===== config.mk =====
export PLATFORM = sky130hd
export DESIGN_NAME = tt_instr_sequencer
export DESIGN_NICKNAME = d
export VERILOG_FILES = /design/src/rtl/tt_instr_sequencer.sv
export SDC_FILE = /design/constraint.sdc
export NUM_CORES = 1
export LEC_CHECK = 0
export CORE_ASPECT_RATIO = 1.75
export CORE_MARGIN = 2
export CORE_UTILIZATION = 45
export DETAILED_ROUTE_END_ITERATION = 8
export REMOVE_ABC_BUFFERS = 1
export SKIP_CTS_REPAIR_TIMING = 1
export SKIP_LAST_GASP = 1
export SLEW_MARGIN = 20
export SYNTH_ARGS = -nofsm -noshare
export SYNTH_HDL_FRONTEND = slang
export SYNTH_SLANG_ARGS = --single-unit

===== constraint.sdc =====
create_clock -name clk -period 13.1 [get_ports clk]
set_input_delay 1.965 -clock clk [delete_from_list [all_inputs] [get_ports clk]]
set_output_delay 1.965 -clock clk [all_outputs]
set_load 0.03 [all_outputs]

===== src/rtl/tt_instr_sequencer.sv =====
// Host-side instruction sequencer for the 6-bit tinytapeout CPU: holds a small
// writable program, issues one word per cycle, follows cjump redirects and captures cpu_out changes.
module tt_instr_sequencer #(
  parameter int          DEPTH   = 32,
  parameter int          PC_W    = 5,
  parameter logic [5:0]  HALT_OP = 6'h3F,
  parameter logic [5:0]  NOP_OP  = 6'h00
) (
  input  logic            clk,
  input  logic            rst,
  input  logic            prog_we,
  input  logic [PC_W-1:0] prog_addr,
  input  logic [5:0]      prog_data,
  input  logic            start,
  input  logic            stop,
  input  logic            cjump,
  input  logic [4:0]      cpu_out,
  output logic [5:0]      instr,
  output logic [PC_W-1:0] pc,
  output logic            running,
  output logic            halted,
  output logic            out_valid,
  output logic [4:0]      out_data
);

  typedef enum logic [1:0] {
    S_IDLE = 2'd0,
    S_RUN  = 2'd1,
    S_HALT = 2'd2
  } state_e;

  state_e          state_q, state_d;
  logic [PC_W-1:0] pc_q, pc_d;
  logic [5:0]      instr_q, instr_d;
  logic            out_valid_q, out_valid_d;
  logic [4:0]      out_data_q, out_data_d;
  logic [5:0]      mem_q [DEPTH];
  logic [5:0]      word_s;
  logic            mem_we_s;

  assign word_s   = mem_q[pc_q];
  assign mem_we_s = prog_we && (state_q != S_RUN);

  // State, fetch pointer, issued instruction and capture registers
  always_ff @(posedge clk or posedge rst) begin
    if (rst) begin
      state_q     <= S_IDLE;
      pc_q        <= '0;
      instr_q     <= NOP_OP;
      out_valid_q <= 1'b0;
      out_data_q  <= 5'd0;
    end else begin
      state_q     <= state_d;
      pc_q        <= pc_d;
      instr_q     <= instr_d;
      out_valid_q <= out_valid_d;
      out_data_q  <= out_data_d;
    end
  end

  // Program memory; cleared to NOP on reset, writable only while not running
  always_ff @(posedge clk or posedge rst) begin
    if (rst) begin
      for (int i = 0; i < DEPTH; i++) begin
        mem_q[i] <= NOP_OP;
      end
    end else if (mem_we_s) begin
      mem_q[prog_addr] <= prog_data;
    end else begin
      mem_q[prog_addr] <= mem_q[prog_addr];
    end
  end

  // Next-state, next-pc and issue selection; stop outranks every RUN action
  always_comb begin
    state_d = state_q;
    pc_d    = pc_q;
    instr_d = NOP_OP;
    case (state_q)
      S_IDLE, S_HALT: begin
        if (start && !stop) begin
          state_d = S_RUN;
          pc_d    = '0;
        end else begin
          state_d = state_q;
        end
      end
      S_RUN: begin
        if (stop || (word_s == HALT_OP)) begin
          state_d = S_HALT;
        end else begin
          instr_d = word_s;
          if (cjump) begin
            pc_d = cpu_out[PC_W-1:0];
          end else begin
            pc_d = pc_q + {{(PC_W-1){1'b0}}, 1'b1};
          end
        end
      end
      default: begin
        state_d = S_IDLE;
        pc_d    = '0;
      end
    endcase
  end

  // Output capture: one pulse per change of cpu_out, in every state
  always_comb begin
    if (cpu_out != out_data_q) begin
      out_valid_d = 1'b1;
      out_data_d  = cpu_out;
    end else begin
      out_valid_d = 1'b0;
      out_data_d  = out_data_q;
    end
  end

  // Status decode from the current state
  always_comb begin
    running = 1'b0;
    halted  = 1'b0;
    case (state_q)
      S_RUN:   running = 1'b1;
      S_HALT:  halted  = 1'b1;
      default: begin
        running = 1'b0;
        halted  = 1'b0;
      end
    endcase
  end

  assign instr     = instr_q;
  assign pc        = pc_q;
  assign out_valid = out_valid_q;
  assign out_data  = out_data_q;

endmodule


==> impl_metrics.tcl, run 1 <==
set metrics [dict create \
    status "finished clean" \
    fin_crit_ns 4.84 \
    rows 76 \
    grt_max_degree 100 \
    fin_crit_sh_pct 37.0 \
    hold_class "reg2reg" \
    antenna_found_initial 0 \
    ys.flop_type "dfrtp_1" \
    numCtsBuffers 20 \
    critPathMaxFanout 43 \
    vias 7934 \
    ys_types 58 \
    nFillCells 2203 \
    cts.clk_slew.worst_paths_ns 0.07 \
    setup_tns_ns 0 \
    wl_per_cell_um 24.9 \
    crit_required_ns 13.48 \
    ys_seq_area_share_pct 47.6 \
    avgSynthCellArea_um2 11.0 \
    coreArea_mm2 0.0244 \
    irDropWorstVdd_mv 0.0934 \
    antenna-diode-count 0 \
    clock-sinks 211 \
    post-dp-hpwl_mm 22.7 \
    post-route-drc-count 0 \
    fin_nets 1014 \
    p_per_area_mw_per_mm2 193 \
    grt_overflow 0 \
    setup_slack_ns 8.26 \
    syn_area_mm2 0.0111 \
    place_ws_ns 7.69 \
    h-tree-depth 1 \
    routed_wl_mm 32.8 \
    initial_utilization_pct 45.4 \
    via_per_inst 6.03 \
    synth_enable_flop_cells 0 \
    grt_pass1_wl_mm 50.6 \
    die_w_um 123 \
    async_flop_share_pct 100 \
    slew_viol_final 0 \
    cts_tree "done" \
    grt.total_usage_pct 26.6 \
    grt_pass1_vias 8181 \
    root_buffer "clkbuf_16" \
    leakagePower_nw 5.07 \
    worst-r2r-setup-slack_ns 9.40 \
    port_buffers 40 \
    ctsLongestPathBuffers 3 \
    cp-end-kind "flop" \
    die-area_mm2 0.0260 \
    hold_viol_final 0 \
    worstSetupPathType "in2reg" \
    insertion_delay_ns 0.51 \
    fmax_mhz 206 \
    ant_nets 0 \
    ys_seq_elements 211 \
    dr.pass1.iters 5 \
    rsz0062_at_grt "false" \
    gp_congestion 0.869 \
    fin_skew_ns 0.0104 \
    startpoint_type "primary input" \
    area_growth_pct 9.52 \
    worst_slew_pin_slew_ns 0.893 \
    drive_gt1_share_pct 14.2 \
    io_pins 41 \
    ys.warnings.count 0 \
    syn_inst 1011 \
    slew-limit-headroom_pct 39.3 \
    setup_viol 0 \
    drt_iter0_markers 734 \
    drv_cap 0 \
    arrival_ns 5.22 \
    die_y_um 212 \
]
-- power breakdown --
part	switching [mW]	total [mW]	leakage [nW]	internal, mW
logic	0.423	0.771	2.03	0.348
clock network	0.252	0.577	0.310	0.324
registers	0.167	0.992	2.73	0.825
total	0.842	2.34	5.07	1.50
-- stage by stage --
step                      cell area [um2]  utilization (%)  power, mW  hold WS (ns)  cells
final                               12100             49.7       2.34         0.495   1315
after detailed placement            11500             47.1       1.77         0.485   1281
after floorplan                     10600                -       1.48         0.458    914
after global placement              11500             47.1       1.75         0.476   1281
after CTS                           12100             49.7       2.35         0.499   1315
after global routing                12100             49.7       2.46         0.525   1315
-- cell families after synthesis --
| kind of cell | count (synthesis) | share of synthesized area (%) |
|---|---|---|
| xor+xnor | 5 | 0.395 |
| flops | 211 | 47.6 |
| mux | 142 | 22.0 |
| buf+inv | 122 | 5.52 |
| fa+ha+maj | 1 | 0.113 |
| compound gates | 261 | 14.1 |
| simple gates | 269 | 10.3 |
-- worst paths after layout --
check | startpoint | end | cells after the start
max in group asynchronous | rst | mem_q[52]$_DFFE_PP0P_ | 3
min reg2reg | mem_q[155]$_DFFE_PP0P_ | mem_q[155]$_DFFE_PP0P_ | 2
min in group asynchronous | rst | mem_q[13]$_DFFE_PP0P_ | 2
max | prog_addr[0] | mem_q[130]$_DFFE_PP0P_ | 8
max reg2reg | pc[3]$_DFFE_PP0P_ | pc[1]$_DFFE_PP0P_ | 8
min | mem_q[155]$_DFFE_PP0P_ | mem_q[155]$_DFFE_PP0P_ | 2
-- area by class of cell --
class | count | area, um2 | share of cell area, %
multi-input combinational | 678 | 5230 | 43.1
clock buffer | 29 | 576 | 4.74
tap | 312 | 390 | 3.22
inverter | 25 | 101 | 0.835
timing repair buffer | 55 | 505 | 4.16
clock inverter | 5 | 50.0 | 0.412
sequential | 211 | 5290 | 43.6
-- metal layers --
metal	part of all wire (%)	vias to the layer above	track usage, %
met3	4.7	88	3.18
met2	51	265	45.3
li1	-	3599	-
met1	38	3982	31.9
met5	0	-	0
met4	6.6	0	15.7
-- layout by cell type (no fill, tap or decap), drive strengths merged, types with 6 or more instances in the layout --
| cell type | instances |
|---|---|
| a22oi | 28 |
| nand3 | 7 |
| nor2b | 6 |
| nand2 | 213 |
| a21oi | 10 |
| mux4 | 79 |
| nor3b | 6 |
| buf | 17 |
| clkbuf | 29 |
| inv | 25 |
| nor2 | 18 |
| o2111ai | 6 |
| o21ai | 181 |
| dfrtp | 211 |
| o221ai | 9 |
| clkdlybuf4s50 | 38 |
| mux2i | 62 |
-- cells in the mapped netlist, drive strengths merged (3+ instances only) --
library cell	count	area (um2)
o21ai	181	906
a22o	5	43.8
nand2b	3	18.8
nor3	4	20.0
o221ai	9	85.1
mux2i	62	621
nor3b	6	50.1
xor2	3	26.3
o2111ai	6	52.6
buf	37	288
a211o	3	26.3
mux4	79	1800
a21oi	10	53.8
and2	3	18.8
nor2b	6	40.0
a22oi	28	210
nand3	7	35.0
dfrtp	211	5280
nor2	18	72.6
a221oi	4	35.0
inv	25	93.8
clkbuf	60	230
nand2	213	802
-- registers in the layout (all words and copies together), names as in the netlist --
| name | cells |
|---|---|
| out_valid | 1 |
| state_q | 2 |
| mem_q | 192 |
| pc | 5 |
| out_data | 5 |
| instr | 6 |
-- worst max-delay path: stages --
cell	delay, ns
buf_4	0.21
buf_4	0.67
mux4_2	0.59
a22oi_1	0.30
o2111ai_1	0.18
mux2i_2	0.75
buf_4	0.36
o21ai_0	0.13
(Power assumes the default switching activity.)
==> inputs of run 2 (changes only) <==
==> constraint.sdc (replaced) <==
create_clock -name clk -period 5.1 [get_ports clk]
set_input_delay 0.765 -clock clk [delete_from_list [all_inputs] [get_ports clk]]
set_output_delay 0.765 -clock clk [all_outputs]
set_load 0.03 [all_outputs]
==> run 2 against run 1 <==
Via count up 1.1%. Register-to-register slack got worse by 7.7 ns. Highest routed layer unchanged. Wire length hardly changed. Clock power rose to 3.0 times the previous value. Sequential share of layout area shrank 0.87 points. Combinational power increased to 2.5 times the previous value. Critical path depth down 1. First-iteration DRC count is 17% lower. Die area unchanged. Sequential power increased to 2.6 times the previous value. Clock-buffer cell count is 1 lower. Setup slack got worse by 6.7 ns.
==> impl_metrics.tcl, run 2 (synthesized netlist as in run 1, its figures left out) <==
set metrics [dict create \
    finalPower_mw 6.28 \
    layout_common_cells "nand2_1 (212), dfrtp_1 (208), o21ai_0 (179)" \
    nFillCells 2198 \
    grt_overflow 0 \
    slew-limit-headroom_pct 37.1 \
    post-dp-hpwl_mm 23.2 \
    initial_utilization_pct 45.4 \
    arrival_ns 3.89 \
    grt_pass1_wl_mm 50.1 \
    drv_cap 0 \
    hold_depth 2 \
    area_growth_pct 11.8 \
    antenna_found_initial 0 \
    combPwrFrac_pct 31.1 \
    final_common_cell "nand2_1" \
    drt_iter0_markers 608 \
    max_flop_register "mem_q" \
    power.share.clock_pct 27.3 \
    irDropWorstVdd_mv 0.216 \
    insertion_delay_ns 0.52 \
    rsz0062_at_grt "false" \
    grt_pass1_vias 8027 \
    worstSetupPathType "in2reg" \
    post-route-drc-count 0 \
    vias 8019 \
    r2r_end "pc[0]$_DFFE_PP0P_" \
    io_pins 41 \
    grt.total_usage_pct 26.4 \
    fin_nets 1027 \
    via_per_inst 6.03 \
    final_cell_area_mm2 0.0124 \
    ctsLongestPathBuffers 3 \
    place_ws_ns 1.15 \
    ant_nets 0 \
    fin_crit_ns 3.52 \
    routed_wl_mm 32.8 \
    switching_share_pct 35.0 \
    h-tree-depth 1 \
    cts_tree "done" \
    fmax_mhz 284 \
    cp-end-kind "flop" \
    root_buffer "clkbuf_16" \
    setup_viol 0 \
    crit_required_ns 5.47 \
    numCtsBuffers 20 \
    coreArea_mm2 0.0244 \
    wl_per_cell_um 24.6 \
    holdPathEnd "mem_q[74]$_DFFE_PP0P_" \
    hold_viol_final 0 \
    worst_slew_pin_slew_ns 0.944 \
    fin_skew_ns 0.0169 \
    r2r-start "pc[2]$_DFFE_PP0P_" \
    placed_cell_area_mm2 0.0116 \
    antenna-diode-count 0 \
    cts.clk_slew.worst_paths_ns 0.07 \
    worst-r2r-setup-slack_ns 1.66 \
    slew_viol_final 0 \
    fin_crit_sh_pct 69.1 \
    hold_class "reg2reg" \
    setup_slack_ns 1.58 \
    startpoint_type "primary input" \
    clock-sinks 211 \
    cellInternalPower_mw 4.08 \
    seqPwrFrac_pct 41.6 \
    status "finished clean" \
    setup_tns_ns 0 \
    gp_congestion 0.931 \
    holdCritStartpoint "mem_q[74]$_DFFE_PP0P_" \
    dr.pass1.iters 5 \
    leakagePower_nw 5.20 \
    largest_reg_flops 192 \
    port_buffers 40 \
    die_w_um 123 \
    critPathMaxFanout 30 \
    die-area_mm2 0.0260 \
    die_y_um 212 \
    p_per_area_mw_per_mm2 507 \
    drive_gt1_share_pct 15.7 \
    rows 76 \
    p_switching_mw 2.20 \
    grt_max_degree 145 \
    reg2regPathDepth 9 \
]
[run 2: cell count changes in the layout (fill, tap and decap cells not counted), moves of 3 or more]
cell and change:
buf_4 +12, clkbuf_8 +5, nor3b_1 +3, bufinv_16 +3
clkbuf_1 -6, nor3b_2 -3
[run 2: stage by stage]
stage | std cells | utilization, % | hold WS [ns]
2_1_floorplan | 914 | - | 0.458
3_3_place_gp | 1294 | 47.5 | 0.476
3_5_place_dp | 1294 | 47.5 | 0.486
4_1_cts | 1330 | 50.7 | 0.501
5_1_grt | 1330 | 50.7 | 0.530
6_report | 1330 | 50.7 | 0.499
[run 2: worst max-delay path by stage]
stage | endpoint | cells after the start | start | slack, ns
after floorplan | instr[0]$_DFF_PP0_ | 1 | rst | -1.43
after global placement | mem_q[22]$_DFFE_PP0P_ | 8 | prog_addr[1] | 1.11
after detailed placement | mem_q[189]$_DFFE_PP0P_ | 8 | prog_addr[0] | 1.15
after CTS | pc[0]$_DFFE_PP0P_ | 8 | pc[1]$_DFFE_PP0P_ | 1.64
after global routing | pc[0]$_DFFE_PP0P_ | 9 | pc[2]$_DFFE_PP0P_ | 1.51
final | mem_q[57]$_DFFE_PP0P_ | 7 | prog_addr[1] | 1.58
[run 2: final cells by class]
type / instances / area (um2) / share of cell area [%]
flip-flops and latches: 211 / 5290 / 42.7
well taps: 312 / 390 / 3.15
clock inverters: 8 / 143 / 1.15
repair buffers: 68 / 616 / 4.97
clock buffers: 28 / 622 / 5.02
inverters: 25 / 106 / 0.859
multi-input cells: 678 / 5220 / 42.2
[run 2: critical path, stage by stage]
cell and delay (ns):
buf_2 0.69, mux4_2 0.61, a22oi_1 0.41, o2111ai_1 0.17, mux2i_2 0.69, buf_4 0.37, o21ai_0 0.13
[run 2: per-layer routing]
metal	share of wire (%)	wire [um]	global-route usage [%]
met2	52	17100	46.1
met3	4.8	1560	3.07
met1	37	12100	31.1
met4	6.0	1970	14.7
met5	0	0	0
[run 2: power groups by stage]
stage | Sequential (mW) | Combinational [mW] | Clock (mW)
finish | 2.61 | 1.96 | 1.71
global route | 2.67 | 2.10 | 1.81
CTS | 2.61 | 1.95 | 1.74
detailed placement | 2.64 | 1.94 | 0
global placement | 2.62 | 1.91 | 0
floorplan | 2.55 | 1.25 | 0
==> inputs of run 3 (changes only) <==
==> constraint.sdc (replaced) <==
create_clock -name clk -period 3.3 [get_ports clk]
set_input_delay 0.495 -clock clk [delete_from_list [all_inputs] [get_ports clk]]
set_output_delay 0.495 -clock clk [all_outputs]
set_load 0.03 [all_outputs]
==> run 3 against run 2 <==
Sequential power up 53%. Design area is 1.1% higher. Clock skew is 0.0085 ns lower. Via count up 0.72%. Register-to-register slack got worse by 1.4 ns. Clock-buffer cell count rose by 3. Sequential share of layout area down 0.42 points. First-iteration DRC count up 13%. Worst hold slack gained 0.0016 ns. Cell count grew 2.0%. Setup slack got worse by 1.3 ns. Critical endpoint is now instr[3]$_DFF_PP0_. Largest power group unchanged.
==> impl_metrics.tcl, run 3 (synthesized netlist as in run 1, its figures left out) <==
set metrics [dict create \
    area_growth_pct 12.9 \
    largest_reg_flops 192 \
    gp_congestion 0.881 \
    grt_pass1_vias 8488 \
    initial_utilization_pct 45.4 \
    leakagePower_nw 5.28 \
    hold_class "reg2reg" \
    r2r_end "instr[3]$_DFF_PP0_" \
    port_buffers 40 \
    holdPathEnd "mem_q[149]$_DFFE_PP0P_" \
    fin_nets 1055 \
    root_buffer "clkbuf_16" \
    numCtsBuffers 20 \
    critical-path-top-delay-family "compound AO/OA/AOI/OAI gates" \
    worst-r2r-setup-slack_ns 0.25 \
    post-route-drc-count 0 \
    h-tree-depth 1 \
    post-dp-hpwl_mm 24.6 \
    cp-end-kind "flop" \
    cp_num_buf_inv 1 \
    setup_viol 0 \
    r2r-start "pc[0]$_DFFE_PP0P_" \
    fmax_mhz 328 \
    startpoint_type "flop" \
    io_pins 41 \
    grt_overflow 0 \
    fin_crit_sh_pct 92.4 \
    finalPower_mw 9.52 \
    max_flop_register "mem_q" \
    seqPwrFrac_pct 41.9 \
    via_per_inst 5.95 \
    path_cells "buf_12 > mux4_2 > a22oi_1 > a22o_1 > nor2_2 > a21oi_2 > nand2_1 > nor2_1" \
    wl_per_cell_um 24.7 \
    grt_pass1_wl_mm 51.9 \
    rows 76 \
    fin_skew_ns 0.00839 \
    antenna_found_initial 0 \
    p_per_area_mw_per_mm2 760 \
    grt_max_degree 93 \
    slew_viol_final 0 \
    hold_viol_final 0 \
    met2_usage_pct 48.7 \
    drt_iter0_markers 689 \
    die_w_um 123 \
    irDropWorstVdd_mv 0.362 \
    cp_slowest_cell "dfrtp_4" \
    vias 8077 \
    layout_common_cells "nand2_1 (212), dfrtp_1 (208), o21ai_0 (179)" \
    die-area_mm2 0.0260 \
    arrival_ns 3.49 \
    final_common_cell "nand2_1" \
    cellInternalPower_mw 6.11 \
    fin_crit_ns 3.05 \
    clock-sinks 211 \
    met3_usage_pct 3.48 \
    holdCritStartpoint "mem_q[149]$_DFFE_PP0P_" \
    insertion_delay_ns 0.51 \
    die_y_um 212 \
    grt.total_usage_pct 27.2 \
    switching_share_pct 35.7 \
    hold_depth 2 \
    post-route-util_pct 51.2 \
    rsz0062_at_grt "false" \
    worstSetupPathType "reg2reg" \
    max_stage_delay_ns 0.75 \
    dr.pass1.iters 5 \
    slew-limit-headroom_pct 54.9 \
    power.share.clock_pct 24.7 \
    cts.clk_slew.worst_paths_ns 0.06 \
    p_switching_mw 3.40 \
    routed_wl_mm 33.6 \
    ant_nets 0 \
    cts_tree "done" \
    critPathMaxFanout 26 \
    met1_usage_pct 31.2 \
    combPwrFrac_pct 33.4 \
    busiest_layer "met2" \
    worst_slew_pin_slew_ns 0.677 \
    antenna-diode-count 0 \
    drive_gt1_share_pct 17.0 \
    ctsLongestPathBuffers 3 \
    drv_cap 0 \
    crit_required_ns 3.74 \
    coreArea_mm2 0.0244 \
    reg2regPathDepth 8 \
    status "finished clean" \
]
-- run 3: changes by cell type in the layout (fill, tap and decap cells not counted), sizes merged --
| cell | change |
|---|---|
| clkinv | -3 |
| inv | +1 |
| clkbuf | +3 |
| buf | +28 |
| bufinv | -2 |
-- run 3: tightest hold or removal path: cells and delay by family, from the launching register on --
family / cells / cell delay, ns
AOI/OAI and AO/OA: 1 / 0.06
DFF: 1 / 0.35
and+or+nand+nor: 1 / 0.05
-- run 3: area by class of cell --
cell class	instances	area, um2
Clock buffer	31	573
Clock inverter	4	72.6
Timing Repair Buffer	96	876
Inverter	25	101
Fill cell	2181	11900
Tap cell	312	390
Sequential cell	211	5290
Multi-Input combinational cell	678	5210
-- run 3: worst max-delay path by stage --
stage | startpoint | to | slack [ns] | depth (start not counted)
floorplan | rst | instr[0]$_DFF_PP0_ | -2.96 | 1
CTS | pc[1]$_DFFE_PP0P_ | pc[3]$_DFFE_PP0P_ | 0.24 | 8
detailed placement | pc[1]$_DFFE_PP0P_ | pc[3]$_DFFE_PP0P_ | 0.25 | 8
global route | pc[0]$_DFFE_PP0P_ | instr[2]$_DFF_PP0_ | 0.11 | 8
global placement | pc[1]$_DFFE_PP0P_ | pc[1]$_DFFE_PP0P_ | 0.26 | 9
finish | pc[0]$_DFFE_PP0P_ | instr[3]$_DFF_PP0_ | 0.25 | 8
-- run 3: layer usage --
| metal | wire [um] | vias to the layer above |
|---|---|---|
| met4 | 1830 | 0 |
| met3 | 1550 | 94 |
| met2 | 18000 | 285 |
| met1 | 12200 | 4017 |
| met5 | 0 | - |
| li1 | - | 3681 |
-- run 3: power groups by stage --
stage	Combinational [mW]	Clock [mW]	Sequential, mW
3_3_place_gp	3.10	0	3.99
5_1_grt	3.42	2.50	4.08
2_1_floorplan	1.93	0	3.94
3_5_place_dp	3.16	0	4.03
6_report	3.18	2.35	3.99
4_1_cts	3.17	2.38	3.98
-- run 3: metrics by stage --
step | std cells | setup slack, ns | setup TNS, ns | hold WS [ns] | instance area [um2]
global placement | 1322 | 0.261 | 0 | 0.472 | 11900
floorplan | 914 | -2.96 | -631.90 | 0.458 | 10600
detailed placement | 1322 | 0.247 | 0 | 0.489 | 11900
finish | 1357 | 0.250 | 0 | 0.500 | 12500
global route | 1357 | 0.108 | 0 | 0.528 | 12500
CTS | 1357 | 0.237 | 0 | 0.503 | 12500
